`config.mk`:
```
export PLATFORM = sky130hd
export DESIGN_NAME = pipe_stage_hs_flat
export DESIGN_NICKNAME = d
export VERILOG_FILES = /design/src/rtl/pipe_stage_hs_if.sv /design/src/rtl/pipe_stage_hs.sv /design/src/flat_wrapper.sv
export SDC_FILE = /design/constraint.sdc
export NUM_CORES = 1
export LEC_CHECK = 0
export BUFFER_PORTS_ARGS = -buffer_cell sky130_fd_sc_hd__buf_2
export CAP_MARGIN = 40
export CORE_UTILIZATION = 45
export CTS_BUF_LIST = sky130_fd_sc_hd__clkbuf_8
export CTS_CLUSTER_DIAMETER = 200
export DETAILED_ROUTE_END_ITERATION = 7
export HOLD_SLACK_MARGIN = 0.03
export PLACE_DENSITY_LB_ADDON = 0.05
export SYNTH_ARGS = -nofsm -noshare
export SYNTH_HDL_FRONTEND = slang
export SYNTH_SLANG_ARGS = --single-unit
```
`constraint.sdc`:
```
create_clock -name clk -period 1.5 [get_ports clk]
set_clock_uncertainty 0.2 [all_clocks]
set_input_delay 0.075 -clock clk [delete_from_list [all_inputs] [get_ports clk]]
set_output_delay 0.075 -clock clk [all_outputs]
set_load 0.02 [all_outputs]
```
`src/rtl/pipe_stage_hs_if.sv`:
```
// Valid/ready handshake bundle carrying one pipeline item:
// instruction word, payload and control bits.
// The master drives the item and valid; the slave answers with ready.
interface pipe_stage_hs_if #(
  parameter int DATA_W = 16,
  parameter int CTRL_W = 8
);
  logic              valid;
  logic              ready;
  logic [15:0]       instr;
  logic [DATA_W-1:0] data;
  logic [CTRL_W-1:0] ctrl;

  modport master (
    output valid,
    output instr,
    output data,
    output ctrl,
    input  ready
  );

  modport slave (
    input  valid,
    input  instr,
    input  data,
    input  ctrl,
    output ready
  );
endinterface

```
`src/rtl/pipe_stage_hs.sv`:
```
// pipe_stage_hs: inter-stage pipeline register with valid/ready handshake,
// flush and bubble masking.
// An empty slot shows NOP_INSTR and all-zero control downstream, so no
// side effect of a stale item can leak.
// bubble_cnt saturates and counts every edge where downstream was ready
// but the stage had nothing to give.
// Build option PIPE_SKID_EN: adds a second (skid) slot so that in_ready is
// a registered signal with no combinational path from out_ready.
// Without it the stage holds a single slot and in_ready depends on out_ready.
module pipe_stage_hs #(
  parameter int          DATA_W    = 16,
  parameter int          CTRL_W    = 8,
  parameter logic [15:0] NOP_INSTR = 16'h0800,
  parameter int          CNT_W     = 16
) (
  input  logic              clk,
  input  logic              rst,
  input  logic              flush,
  pipe_stage_hs_if.slave    in_bus,
  pipe_stage_hs_if.master   out_bus,
  output logic [CNT_W-1:0]  bubble_cnt
);

  // Increment that sticks at all-ones instead of wrapping.
  function automatic logic [CNT_W-1:0] sat_inc(input logic [CNT_W-1:0] v);
    logic [CNT_W-1:0] r;
    r = (&v) ? v : v + 1'b1;
    return r;
  endfunction

  // Main slot: the item presented downstream.
  logic              vld_p0;
  logic [15:0]       instr_p0;
  logic [DATA_W-1:0] data_p0;
  logic [CTRL_W-1:0] ctrl_p0;

  logic ready_int;
  logic xfer_in;
  logic xfer_out;
  logic load_main_in;

  assign xfer_in      = in_bus.valid & ready_int;
  assign xfer_out     = vld_p0 & out_bus.ready;
  assign in_bus.ready = ready_int;

`ifdef PIPE_SKID_EN
  // Skid slot: catches the item accepted while main is stalled.
  logic              vld_p1;
  logic [15:0]       instr_p1;
  logic [DATA_W-1:0] data_p1;
  logic [CTRL_W-1:0] ctrl_p1;

  logic load_main_skid;
  logic load_skid;

  // Ready only depends on skid occupancy (a flop) and the squash input.
  assign ready_int = !vld_p1 & !flush;

  // Decide where this edge's moves go: input to main, skid to main, or input to skid.
  always_comb begin
    load_main_in   = 1'b0;
    load_main_skid = 1'b0;
    load_skid      = 1'b0;
    if (!flush) begin
      if (!vld_p0) begin
        load_main_in = xfer_in;
      end else if (xfer_out) begin
        if (vld_p1) begin
          load_main_skid = 1'b1;
        end else begin
          load_main_in = xfer_in;
        end
      end else begin
        load_skid = xfer_in;
      end
    end
  end

  // Slot occupancy; flush empties both slots, reset overrides everything.
  always_ff @(posedge clk or posedge rst) begin
    if (rst) begin
      vld_p0 <= 1'b0;
      vld_p1 <= 1'b0;
    end else if (flush) begin
      vld_p0 <= 1'b0;
      vld_p1 <= 1'b0;
    end else begin
      vld_p0 <= load_main_in | load_main_skid | (vld_p0 & !xfer_out);
      vld_p1 <= load_skid | (vld_p1 & !load_main_skid);
    end
  end

  // Main payload; cleared by reset so out_data reads zero after reset.
  always_ff @(posedge clk or posedge rst) begin
    if (rst) begin
      instr_p0 <= '0;
      data_p0  <= '0;
      ctrl_p0  <= '0;
    end else if (load_main_in) begin
      instr_p0 <= in_bus.instr;
      data_p0  <= in_bus.data;
      ctrl_p0  <= in_bus.ctrl;
    end else if (load_main_skid) begin
      instr_p0 <= instr_p1;
      data_p0  <= data_p1;
      ctrl_p0  <= ctrl_p1;
    end
  end

  // Skid payload; never visible while empty, so it needs no reset.
  always_ff @(posedge clk) begin
    if (load_skid) begin
      instr_p1 <= in_bus.instr;
      data_p1  <= in_bus.data;
      ctrl_p1  <= in_bus.ctrl;
    end
  end
`else
  // Single slot: accept when empty or when the held item leaves this edge.
  assign ready_int    = (!vld_p0 | out_bus.ready) & !flush;
  assign load_main_in = xfer_in;

  // Slot occupancy; a transfer-in overrides a same-edge transfer-out.
  always_ff @(posedge clk or posedge rst) begin
    if (rst) begin
      vld_p0 <= 1'b0;
    end else if (flush) begin
      vld_p0 <= 1'b0;
    end else begin
      vld_p0 <= load_main_in | (vld_p0 & !xfer_out);
    end
  end

  // Main payload; cleared by reset so out_data reads zero after reset.
  always_ff @(posedge clk or posedge rst) begin
    if (rst) begin
      instr_p0 <= '0;
      data_p0  <= '0;
      ctrl_p0  <= '0;
    end else if (load_main_in) begin
      instr_p0 <= in_bus.instr;
      data_p0  <= in_bus.data;
      ctrl_p0  <= in_bus.ctrl;
    end
  end
`endif

  // Bubble counter: downstream ready with nothing valid on offer.
  always_ff @(posedge clk or posedge rst) begin
    if (rst) begin
      bubble_cnt <= '0;
    end else if (out_bus.ready && !vld_p0) begin
      bubble_cnt <= sat_inc(bubble_cnt);
    end
  end

  // Empty slot masks instruction to NOP and control to zero; data is left unmasked.
  assign out_bus.valid = vld_p0;
  assign out_bus.instr = vld_p0 ? instr_p0 : NOP_INSTR;
  assign out_bus.ctrl  = vld_p0 ? ctrl_p0 : '0;
  assign out_bus.data  = data_p0;

endmodule
```
`src/flat_wrapper.sv`:
```
// flat-port wrapper written by rule: the top's interface ports become plain ports
module pipe_stage_hs_flat 
#(
  parameter int          DATA_W    = 16,
  parameter int          CTRL_W    = 8,
  parameter logic [15:0] NOP_INSTR = 16'h0800,
  parameter int          CNT_W     = 16
)
  (clk, rst, flush, bubble_cnt, in_bus_valid, in_bus_instr, in_bus_data, in_bus_ctrl, in_bus_ready, out_bus_valid, out_bus_instr, out_bus_data, out_bus_ctrl, out_bus_ready);
  pipe_stage_hs_if #(.DATA_W(DATA_W), .CTRL_W(CTRL_W)) in_bus_i ();
  pipe_stage_hs_if #(.DATA_W(DATA_W), .CTRL_W(CTRL_W)) out_bus_i ();
  input  logic clk;
  input  logic rst;
  input  logic flush;
  output logic [CNT_W-1:0] bubble_cnt;
  input wire logic [$bits(in_bus_i.valid)-1:0] in_bus_valid;
  input wire logic [$bits(in_bus_i.instr)-1:0] in_bus_instr;
  input wire logic [$bits(in_bus_i.data)-1:0] in_bus_data;
  input wire logic [$bits(in_bus_i.ctrl)-1:0] in_bus_ctrl;
  output wire logic [$bits(in_bus_i.ready)-1:0] in_bus_ready;
  output wire logic [$bits(out_bus_i.valid)-1:0] out_bus_valid;
  output wire logic [$bits(out_bus_i.instr)-1:0] out_bus_instr;
  output wire logic [$bits(out_bus_i.data)-1:0] out_bus_data;
  output wire logic [$bits(out_bus_i.ctrl)-1:0] out_bus_ctrl;
  input wire logic [$bits(out_bus_i.ready)-1:0] out_bus_ready;
  assign in_bus_i.valid = in_bus_valid;
  assign in_bus_i.instr = in_bus_instr;
  assign in_bus_i.data = in_bus_data;
  assign in_bus_i.ctrl = in_bus_ctrl;
  assign in_bus_ready = in_bus_i.ready;
  assign out_bus_valid = out_bus_i.valid;
  assign out_bus_instr = out_bus_i.instr;
  assign out_bus_data = out_bus_i.data;
  assign out_bus_ctrl = out_bus_i.ctrl;
  assign out_bus_i.ready = out_bus_ready;
  pipe_stage_hs #(.DATA_W(DATA_W), .CTRL_W(CTRL_W), .NOP_INSTR(NOP_INSTR), .CNT_W(CNT_W)) u_core (.clk(clk), .rst(rst), .flush(flush), .in_bus(in_bus_i), .out_bus(out_bus_i), .bubble_cnt(bubble_cnt));
endmodule
```
==> flow_metrics.tcl <==
set metrics [dict create \
    clock-sinks 57 \
    avgSynthCellArea_um2 13.1 \
    vias 2286 \
    synth_area_leader_cell "dfrtp_1" \
    synth-main-ff-cell "dfrtp_1" \
    synth_area_leaders "dfrtp_1 56%, mux2_2 17%, and2_1 5.9%" \
    finalWorstSetupSlack_ps -210 \
    drc 0 \
    first_iter_violations 110 \
    grt_pass1_wl_um 11200 \
    reg2reg_from "u_core.out_bus.valid$_DFF_PP0_" \
    cap_viol_max_count 0 \
    antenna_cells 0 \
    violations "negative hold slack, negative setup slack" \
    period_share_pct 114 \
    ys_ff_latch 57 \
    fmax_mhz 585 \
    root_buffer "clkbuf_8" \
    syn_inst 196 \
    crit_family "simple AND/OR/NAND/NOR gates" \
    grt-ovfl-total 0 \
    ant_nets 0 \
    switchingPower_w 0.00167 \
    reg2regPathDepth 5 \
    rsz0062_at_grt "true" \
    p_leak_nw 2.30 \
    syn_nets 242 \
    final_cell_count_no_fill 471 \
    post_drt_via_cell_ratio 4.85 \
    core_area_um2 5510 \
    yosysTopAreaCellShare_pct 55.7 \
    path_clk_slew_ps 60 \
    hpwl_um 4140 \
    peakVddDrop_mv 1.20 \
    max_stage_delay_ps 430 \
    p_seq_share_pct 37.2 \
    grt_pass1_vias 2343 \
    drive_gt1_share_pct 65.4 \
    worstHoldEndpoint "u_core.out_bus.valid$_DFF_PP0_" \
    cts_buffer_depth 2 \
    arrival_ps 1720 \
    drv_slew 0 \
    critical_path_buf_inv_count 1 \
    initial_core_util_pct 46.5 \
    insertion_delay_ps 330 \
    dr.pass1.iters 4 \
    die_area_um2 5990 \
    die_x_um 77.4 \
    path_cells "nor2b_4 > nor2_4 > and2_4 > clkbuf_16 > mux2_4" \
    synth-warning-count 0 \
    grt_max_degree 19 \
    rr_endpoint "u_core.out_bus.data[6]$_DFFE_PP0P_" \
    async_flop_share_pct 100 \
    nets 440 \
    num_rows 27 \
    area_delta_synth_final_pct 81.9 \
    timing.final.hold_violations 1 \
    clkPwrFrac_pct 26.9 \
    start_kind "register" \
    placed_area_um2 3510 \
    cts_buffers 9 \
    holdWs_ps -86.4 \
    p_sw_share_pct 30.4 \
    ys_types 33 \
    die_y_um 77.4 \
    max_slew_margin_pct 77.1 \
    portBuffers 102 \
    routedWlPerCell_um 16.5 \
    grt_usage_pct 24.4 \
    crit_slowest_cell "dfrtp_2" \
    holdBufCountCts 43 \
    min_path_type "in2reg" \
    io_pins 103 \
    synth-seq-area-share_pct 55.7 \
    synth-edff-count 0 \
    antenna_found_initial 0 \
    end_kind "register" \
    place.gp.congestion 0.798 \
    synthesis.area_um2 2560 \
    cts_tree "done" \
    worstSetupPathType "reg2reg" \
    worstPathMaxFanout 6 \
    power.density_nw_per_um2 1180 \
    internal-power_w 0.00383 \
    outcome "finished with violations" \
    stdcell_area_um2 4660 \
    place_inst 398 \
    timing.reg2reg.setup_slack_ps -210 \
    post-route-min-period_ps 1710 \
    htreeDepth 3 \
    min_from "out_bus_ready" \
    cp.required_ps 1510 \
    setup_violations 79 \
    routed_wl_um 7760 \
    worst_slew_pin_slew_ps 342 \
    combPwrFrac_pct 35.9 \
    holdPathStages 4 \
]
Yosys cell counts (3+ instances only):
library cell  number
mux2_2            38
nand3_1            7
nor3_1             4
buf_4              4
clkbuf_1           4
dfrtp_1           57
nand2_1            6
xor2_1             8
nand4_1            6
nor2_1             5
and2_1            24
xnor2_1            3
power by group through the flow:
stage                     Sequential [W]  Combinational, W  Clock, W
after floorplan                  0.00227          0.000551         0
after global placement           0.00206           0.00138         0
after detailed placement         0.00207           0.00141         0
after CTS                        0.00202           0.00175   0.00152
after global routing             0.00208           0.00210   0.00158
final                            0.00205           0.00198   0.00148
cell families after synthesis:
group / after synthesis / share of synthesized area (%)
flops: 57 / 55.7
compound gates: 6 / 1.42
xor+xnor: 11 / 3.76
fa+ha+maj: 1 / 0.489
simple gates: 69 / 17.8
mux: 42 / 18.8
buf+inv: 10 / 2.05
worst reg2reg max path: cells and delay by family, from the launching register on:
family | cells | cell delay, ps
buf+inv | 1 | 190
flops | 1 | 430
mux | 1 | 310
simple gates | 3 | 470
stage by stage:
stage | TNS [ps] | util [%] | setup WS (ps) | total power [W] | hold WS, ps
2_1_floorplan | -14220 | - | -315 | 0.00282 | -62.3
3_3_place_gp | -6960 | 63.8 | -170 | 0.00344 | -133
3_5_place_dp | -8170 | 63.8 | -195 | 0.00347 | -135
4_1_cts | -9570 | 80.2 | -187 | 0.00529 | -96.7
5_1_grt | -15610 | 84.6 | -260 | 0.00576 | -74.6
6_report | -11760 | 84.6 | -210 | 0.00551 | -86.4
cell type report:
type	count	area, µm²
timing repair buffer	195	1510
inverter	2	11.3
clock buffer	12	165
multi-input combinational	129	1390
sequential	57	1440
clock inverter	4	42.5
fill	298	850
tap	72	90.1
per-layer routing:
layer	up-vias	track usage (%)	part of all wire [%]
li1	1080	-	-
met1	1125	29.8	42
met2	69	41.7	53
met3	12	4.59	3.6
met4	0	11.3	2.0
met5	-	0	0
how the worst max path moves through the flow:
stage,from,to,depth (start not counted)
floorplan,u_core.out_bus.valid$_DFF_PP0_,u_core.ctrl_p0[0]$_DFFE_PP0P_,6
global placement,u_core.bubble_cnt[0]$_DFFE_PP0P_,u_core.bubble_cnt[10]$_DFFE_PP0P_,5
detailed placement,u_core.out_bus.valid$_DFF_PP0_,u_core.instr_p0[0]$_DFFE_PP0P_,5
CTS,u_core.out_bus.valid$_DFF_PP0_,u_core.instr_p0[0]$_DFFE_PP0P_,5
global route,u_core.out_bus.valid$_DFF_PP0_,u_core.ctrl_p0[5]$_DFFE_PP0P_,5
finish,u_core.out_bus.valid$_DFF_PP0_,u_core.out_bus.data[6]$_DFFE_PP0P_,5
what timing repair did:
item / in CTS / in global routing
hold endpoints to repair: 98 / 1
gates cloned: 0 / 2
buffers inserted: 10 / 3
setup endpoints to repair: 78 / 82
pin swaps: 10 / 8
gates resized for setup: 57 / 45
registers in the layout (all words and copies together), names as in the netlist:
name	flops
u_core.out_bus.data	16
u_core.ctrl_p0	8
u_core.instr_p0	16
u_core.bubble_cnt	16
u_core.out_bus.valid	1
placed cells by master, fill, tap and decap left out, types with 3 or more instances in the layout:
master	n
nand4_1	6
nand2_1	6
and2_4	11
clkbuf_8	12
inv_1	3
nand3_2	3
buf_6	13
nor3_2	4
mux2_2	3
buf_4	42
and2_1	13
dlygate4sd3_1	43
and4_4	3
dfrtp_1	44
dfrtp_2	13
buf_2	88
xor2_1	8
buf_12	5
mux2_4	39
nand3_1	3
nor4_4	3
No activity file was read; power rests on OpenSTA's default activity.
